`src/rtl/pipe_pkg.sv`:
```
// Shared constants for the pipeline stage register: FSM state encoding and
// default field widths used by pipe_stage_reg and pipe_entry.
package pipe_pkg;

  localparam logic [1:0] ST_EMPTY = 2'd0;
  localparam logic [1:0] ST_ONE   = 2'd1;
  localparam logic [1:0] ST_TWO   = 2'd2;

  localparam int DEF_CTRL_W = 16;
  localparam int DEF_DATA_W = 128;

endpackage

```
`src/rtl/pipe_entry.sv`:
```
// One storage slot of the pipeline stage: valid bit, control field and data
// field. Clear wins over load; a cleared slot also zeroes its control field
// so a killed beat cannot leak control bits, while data is left in place.
module pipe_entry #(
  parameter int CTRL_W = pipe_pkg::DEF_CTRL_W,
  parameter int DATA_W = pipe_pkg::DEF_DATA_W
) (
  input  logic              clk,
  input  logic              rst,
  input  logic              load,
  input  logic              bubble,
  input  logic              clear,
  input  logic [CTRL_W-1:0] in_ctrl,
  input  logic [DATA_W-1:0] in_data,
  output logic              valid,
  output logic [CTRL_W-1:0] ctrl,
  output logic [DATA_W-1:0] data
);

  logic              valid_q, valid_d;
  logic [CTRL_W-1:0] ctrl_q, ctrl_d;
  logic [DATA_W-1:0] data_q, data_d;

  // Next slot contents: clear kills the beat, load captures a new one with
  // the control field optionally forced to zero for a bubble.
  always_comb begin
    valid_d = valid_q;
    ctrl_d  = ctrl_q;
    data_d  = data_q;
    if (clear) begin
      valid_d = 1'b0;
      ctrl_d  = '0;
    end else if (load) begin
      valid_d = 1'b1;
      ctrl_d  = bubble ? '0 : in_ctrl;
      data_d  = in_data;
    end
  end

  // Slot registers, wiped by the asynchronous reset.
  always_ff @(posedge clk or posedge rst) begin
    if (rst) begin
      valid_q <= 1'b0;
      ctrl_q  <= '0;
      data_q  <= '0;
    end else begin
      valid_q <= valid_d;
      ctrl_q  <= ctrl_d;
      data_q  <= data_d;
    end
  end

  assign valid = valid_q;
  assign ctrl  = ctrl_q;
  assign data  = data_q;

endmodule

```
`src/rtl/pipe_stage_reg.sv`:
```
// Pipeline stage register with valid/ready handshake. SKID=1 builds a
// two-entry skid buffer with a registered in_ready (no ready path from
// downstream to upstream); SKID=0 is a single register whose in_ready is
// combinational. Also supports bubble insertion, flush and a saturating
// backpressure counter.
module pipe_stage_reg #(
  parameter int CTRL_W = pipe_pkg::DEF_CTRL_W,
  parameter int DATA_W = pipe_pkg::DEF_DATA_W,
  parameter int SKID   = 1,
  parameter int CNT_W  = 16
) (
  input  logic              clk,
  input  logic              rst,
  input  logic              flush,
  input  logic              bubble,
  input  logic              in_valid,
  output logic              in_ready,
  input  logic [CTRL_W-1:0] in_ctrl,
  input  logic [DATA_W-1:0] in_data,
  output logic              out_valid,
  input  logic              out_ready,
  output logic [CTRL_W-1:0] out_ctrl,
  output logic [DATA_W-1:0] out_data,
  output logic [CNT_W-1:0]  stall_cnt
);

  import pipe_pkg::*;

  localparam logic [CNT_W-1:0] CNT_MAX = '1;
  localparam logic [CNT_W-1:0] CNT_ONE = {{(CNT_W-1){1'b0}}, 1'b1};

  logic [1:0]       state_q, state_d;
  logic             in_ready_q, in_ready_d;
  logic [CNT_W-1:0] stall_q, stall_d;

  logic accept, drain;
  logic main_load, main_clear, main_from_skid, main_bubble;
  logic skid_load, skid_clear;

  logic              main_valid, skid_valid;
  logic [CTRL_W-1:0] main_ctrl, skid_ctrl, main_src_ctrl;
  logic [DATA_W-1:0] main_data, skid_data, main_src_data;

  assign in_ready  = (SKID != 0) ? in_ready_q : (!rst && (!main_valid || out_ready));
  assign accept    = in_valid && in_ready;
  assign drain     = main_valid && out_ready;
  assign out_valid = main_valid;
  assign out_ctrl  = main_ctrl;
  assign out_data  = main_data;
  assign stall_cnt = stall_q;

  // Occupancy control: decide which slot loads or clears and the next state.
  // Flush overrides everything, so a simultaneous accept is simply dropped.
  always_comb begin
    state_d        = state_q;
    main_load      = 1'b0;
    main_clear     = 1'b0;
    main_from_skid = 1'b0;
    skid_load      = 1'b0;
    skid_clear     = 1'b0;
    if (flush) begin
      state_d    = ST_EMPTY;
      main_clear = 1'b1;
      skid_clear = 1'b1;
    end else if (SKID != 0) begin
      case (state_q)
        ST_EMPTY: begin
          if (accept) begin
            state_d   = ST_ONE;
            main_load = 1'b1;
          end
        end
        ST_ONE: begin
          if (accept && !drain) begin
            state_d   = ST_TWO;
            skid_load = 1'b1;
          end else if (drain && !accept) begin
            state_d    = ST_EMPTY;
            main_clear = 1'b1;
          end else if (accept && drain) begin
            main_load = 1'b1;
          end
        end
        ST_TWO: begin
          if (drain) begin
            state_d        = ST_ONE;
            main_load      = skid_valid;
            main_from_skid = 1'b1;
            skid_clear     = 1'b1;
          end
        end
        default: begin
          state_d    = ST_EMPTY;
          main_clear = 1'b1;
          skid_clear = 1'b1;
        end
      endcase
    end else begin
      if (accept) begin
        state_d   = ST_ONE;
        main_load = 1'b1;
      end else if (drain) begin
        state_d    = ST_EMPTY;
        main_clear = 1'b1;
      end
    end
    in_ready_d = (state_d != ST_TWO);
  end

  // The skid beat already had its bubble applied when it was accepted.
  assign main_bubble   = bubble && !main_from_skid;
  assign main_src_ctrl = main_from_skid ? skid_ctrl : in_ctrl;
  assign main_src_data = main_from_skid ? skid_data : in_data;

  // Backpressure counter: one count per held-but-not-taken cycle, sticking at max.
  always_comb begin
    stall_d = stall_q;
    if (out_valid && !out_ready && (stall_q != CNT_MAX)) begin
      stall_d = stall_q + CNT_ONE;
    end
  end

  // State, registered ready and stall counter; reset drops ready to 0 so
  // upstream sees the stage available only after the first clean edge.
  always_ff @(posedge clk or posedge rst) begin
    if (rst) begin
      state_q    <= ST_EMPTY;
      in_ready_q <= 1'b0;
      stall_q    <= '0;
    end else begin
      state_q    <= state_d;
      in_ready_q <= in_ready_d;
      stall_q    <= stall_d;
    end
  end

  pipe_entry #(.CTRL_W(CTRL_W), .DATA_W(DATA_W)) u_main (
    .clk     (clk),
    .rst     (rst),
    .load    (main_load),
    .bubble  (main_bubble),
    .clear   (main_clear),
    .in_ctrl (main_src_ctrl),
    .in_data (main_src_data),
    .valid   (main_valid),
    .ctrl    (main_ctrl),
    .data    (main_data)
  );

  if (SKID != 0) begin : g_skid
    pipe_entry #(.CTRL_W(CTRL_W), .DATA_W(DATA_W)) u_skid (
      .clk     (clk),
      .rst     (rst),
      .load    (skid_load),
      .bubble  (bubble),
      .clear   (skid_clear),
      .in_ctrl (in_ctrl),
      .in_data (in_data),
      .valid   (skid_valid),
      .ctrl    (skid_ctrl),
      .data    (skid_data)
    );
  end else begin : g_no_skid
    assign skid_valid = 1'b0;
    assign skid_ctrl  = '0;
    assign skid_data  = '0;
  end

endmodule

```
`config.mk`:
```
export PLATFORM = sky130hd
export DESIGN_NAME = pipe_stage_reg
export DESIGN_NICKNAME = d
export VERILOG_FILES = /design/src/rtl/pipe_pkg.sv /design/src/rtl/pipe_entry.sv /design/src/rtl/pipe_stage_reg.sv
export SDC_FILE = /design/constraint.sdc
export NUM_CORES = 1
export LEC_CHECK = 0
export BUFFER_PORTS_ARGS = -buffer_cell sky130_fd_sc_hd__buf_4
export CAP_MARGIN = 25
export CELL_PAD_IN_SITES_DETAIL_PLACEMENT = 2
export CELL_PAD_IN_SITES_GLOBAL_PLACEMENT = 2
export CORE_MARGIN = 4
export CORE_UTILIZATION = 33
export CTS_CLUSTER_DIAMETER = 60
export DETAILED_ROUTE_END_ITERATION = 7
export HOLD_SLACK_MARGIN = 0.12
export PLACE_DENSITY_LB_ADDON = 0.1
export SLEW_MARGIN = 20
export SYNTH_ARGS = -nofsm -noshare
export SYNTH_HDL_FRONTEND = slang
export SYNTH_SLANG_ARGS = --single-unit
export TNS_END_PERCENT = 100
```
`constraint.sdc`:
```
create_clock -name clk -period 28.2 [get_ports clk]
set_clock_uncertainty 0.15 [all_clocks]
set_input_delay 5.64 -clock clk [delete_from_list [all_inputs] [get_ports clk]]
set_output_delay 5.64 -clock clk [all_outputs]
set_load 0.02 [all_outputs]
```
==> results.md <==
- Length of the first detailed-routing pass in iterations: 4
- R2R Path Start: u_main.valid
- Half-perimeter wire length of the detailed placement result: 25.1 mm
- Footprint of the flip-flops and latches: 7730 µm²
- Slew Limit Headroom: 0.315
- Termination of the worst setup path: u_main.data[98]
- Yosys top cell area share: 0.568
- Share of layout cells above drive strength 1: 0.509
- Number of port buffers: 311
- Max Fanout on Critical Path: 56
- Cell area after synthesis: 13,600 µm²
- Dominant cell by count in the synthesized netlist: dfrtp_1
- Via count: 8,631
- Pwr Density: 90.6 nW/µm²
- Worst setup path startpoint: out_ready
- Number of cells traversed by the worst hold path: 1
- CTS Hold Bufs: 0
- Start-to-end type of the worst setup path: in2reg
- Leakage power total: 7.83 nW
- Initial detailed-routing violation count: 297
- Wire length after detailed routing: 38.1 mm
- Worst reg2reg path depth: 6
- Number of ports placed on the die boundary: 312
- Post-DR wirelength/cell: 21.5 µm
- Mapped Avg Cell Area: 15.0 µm²
- Global routing usage summed across all routing layers: 0.170
- Ys async rst share: 1.00
- Ys flop type: dfrtp_1
- Cell Rows: 74
- Setup tns final: 0 ns
- Timing-limited maximum frequency: 124 MHz
- Crit path max-delay cell type: buf_4
- Remaining Overflow, GRT: 0
- Setup fix buffers added after clock tree synthesis: 0
- Synth top area cells: dfrtp_1 57%, mux2_2 20%, mux2_1 12%
- Via/cell ratio: 4.86
- Largest incremental delay on the critical path: 0.77 ns
- Largest buffer count on any clock path: 3
- Cell taking the most area after synthesis: dfrtp_1
- CP startpoint kind: input pin
- Number of clock sinks: 309
- Post-layout nets: 1,369
- Data required time at the worst endpoint: 28.46 ns
- Initial antenna violation count: 2
- Synthesized netlist cell count: 909
- Area of combinational cells with multiple inputs: 5490 µm²
- Critical path capture point type: register
- Arrival time of the worst setup path: 8.35 ns
- Count of pins over their slew limit: 0
- Post-detailed-route count of antenna-violating nets: 0
- Cell repeated most along the worst path: buf_4
- Hold Path Class: reg2reg
- Yosys reg bits: 309
- Most numerous cell types in the synthesized netlist: 309 x dfrtp_1, 245 x mux2_2, 141 x mux2_1
- Max cap viols: 0
- Number of inserted filler cells in the final layout: 4,111
- Count of yosys warnings during synthesis: 0
- Core region area: 40,800 µm²
- Count of different cell masters after synthesis: 43
- Number of enable-type register cells in the synthesized netlist: 0
- CP cell instances: buf_4 > nand4b_1 > nor2_4 > buf_4 > buf_4 > mux2_2 > mux2_1
- Final-layout worst hold slack: 0.332 ns
- Horizontal extent of the die: 211 µm
- DRC viols: 0
- CP Buf/Inv Count: 3
- Quantity of gates resized following cts: 0
- Sequential-to-total area share from yosys stat: 0.568
- Antenna diode instance count: 0
- Deepest level of the CTS H-tree: 2
- Gpl congestion: 0.723
- Peak ir drop on the vdd network: 0.0000445 V
- Skew-Pair Late Insertion Delay: 0.53 ns
- Flop-to-flop setup slack: 24.74 ns
- Initial Util: 0.333
- Root Buffer Master: clkbuf_16
- Chip height: 211 µm
- Top Family by Delay on Critical Path: buffers and inverters
- Number of stages on the worst setup path: 7
- Post-route fraction of the period consumed by the critical path: 0.287
- Clock buffer count from CTS: 39
- CTS tree: yes
- Setup repair after global routing missed its margin: no
- Via count of the first global-routing pass: 10,000
- Post-route minimum period: 8.09 ns
- Slew @ Worst Pin: 1.03 ns
- Clock edge transition at the registers on the reported setup and hold paths: 0.06 ns
- Die area: 44,600 µm²
- Synth-to-Final Area Change: 29.8%
- Run status: finished clean
- Largest net degree at the start of global routing: 114
- Reg-to-reg endpoint: u_main.data[98]
- Setup-violating endpoint count in the final report: 0
- Wire length of the first global-routing pass: 59.3 mm
- Syn nets: 1,060
- Fin. Hold Viols: 0
-- layer usage --
metal	vias up	GRT usage	part of all wire
li1	3892	-	-
met1	4508	0.210	0.41
met2	182	0.284	0.50
met3	45	0.0564	0.072
met4	4	0.0492	0.018
met5	-	0	0.00073
-- layout make-up --
cell class,count,area share
inverters,3,0.00106
clock buffers,61,0.0680
repair buffers,323,0.139
clock inverters,5,0.00567
flip-flops and latches,309,0.438
multi-input cells,542,0.311
well taps,532,0.0377
-- layout by cell type, fill, tap and decap left out, types with 2 or more instances in the layout --
| master | count |
|---|---|
| xnor2_1 | 2 |
| nand4_1 | 5 |
| xor2_1 | 11 |
| a22o_1 | 16 |
| mux2i_1 | 17 |
| clkinv_2 | 2 |
| nor2_4 | 2 |
| nand2_1 | 6 |
| bufinv_16 | 3 |
| dfrtp_1 | 309 |
| or2_2 | 2 |
| mux2_2 | 245 |
| o2bb2ai_1 | 16 |
| and3_1 | 3 |
| a31oi_1 | 2 |
| nand3_1 | 9 |
| buf_4 | 321 |
| o21bai_1 | 2 |
| inv_1 | 2 |
| nor2b_1 | 18 |
| nor4_1 | 3 |
| clkbuf_1 | 10 |
| nor2_1 | 10 |
| nand4b_1 | 2 |
| mux2_1 | 141 |
| a21oi_1 | 8 |
| clkbuf_16 | 41 |
| nor3_1 | 6 |
| clkbuf_8 | 10 |
-- stage by stage --
stage | total power [mW] | cell area (µm²) | util | setup WS [ns] | std cells
4_1_cts | 1.64 | 17600 | 0.431 | 20.11 | 1773
5_1_grt | 1.70 | 17700 | 0.433 | 19.95 | 1775
3_3_place_gp | 1.09 | 16300 | 0.400 | 19.54 | 1707
2_1_floorplan | 0.915 | 13600 | - | 13.87 | 909
3_5_place_dp | 1.11 | 16300 | 0.400 | 19.52 | 1707
6_report | 1.60 | 17700 | 0.433 | 20.11 | 1775
-- power by group --
part | leakage (nW) | switching [mW] | internal (mW)
Clock | 0.639 | 0.188 | 0.318
Combinational | 3.44 | 0.201 | 0.209
Sequential | 3.75 | 0.0845 | 0.601
Total | 7.83 | 0.474 | 1.13
-- sequential cells by signal, indices dropped and copies added, names as in the netlist --
name and flops:
g_skid.u_skid.data 128, u_main.data 128, g_skid.u_skid.ctrl 16, stall_cnt 16, u_main.ctrl 16, state_q 2, g_skid.u_skid.valid 1, in_ready 1
u_main.valid 1
-- worst min path at each step --
stage	to	slack [ns]	startpoint
5_1_grt	g_skid.u_skid.data[16]	0.34	g_skid.u_skid.data[16]
2_1_floorplan	g_skid.u_skid.data[10]	0.30	g_skid.u_skid.data[10]
3_5_place_dp	g_skid.u_skid.data[36]	0.32	g_skid.u_skid.data[36]
3_3_place_gp	g_skid.u_skid.data[38]	0.31	g_skid.u_skid.data[38]
6_report	g_skid.u_skid.data[28]	0.33	g_skid.u_skid.data[28]
4_1_cts	g_skid.u_skid.data[40]	0.34	g_skid.u_skid.data[40]
-- cells by family (layout without fill, tap and decap cells) --
logic type | after synthesis | after routing | synth area share
adders and majority gates | 1 | 1 | 0.000919
muxes | 403 | 403 | 0.332
DFF | 309 | 309 | 0.568
AOI/OAI and AO/OA | 51 | 51 | 0.0301
and+or+nand+nor | 74 | 74 | 0.0311
xor gates and xnor gates | 13 | 13 | 0.00836
buffers and inverters | 58 | 392 | 0.0298
No activity file was read; power rests on OpenSTA's default activity.
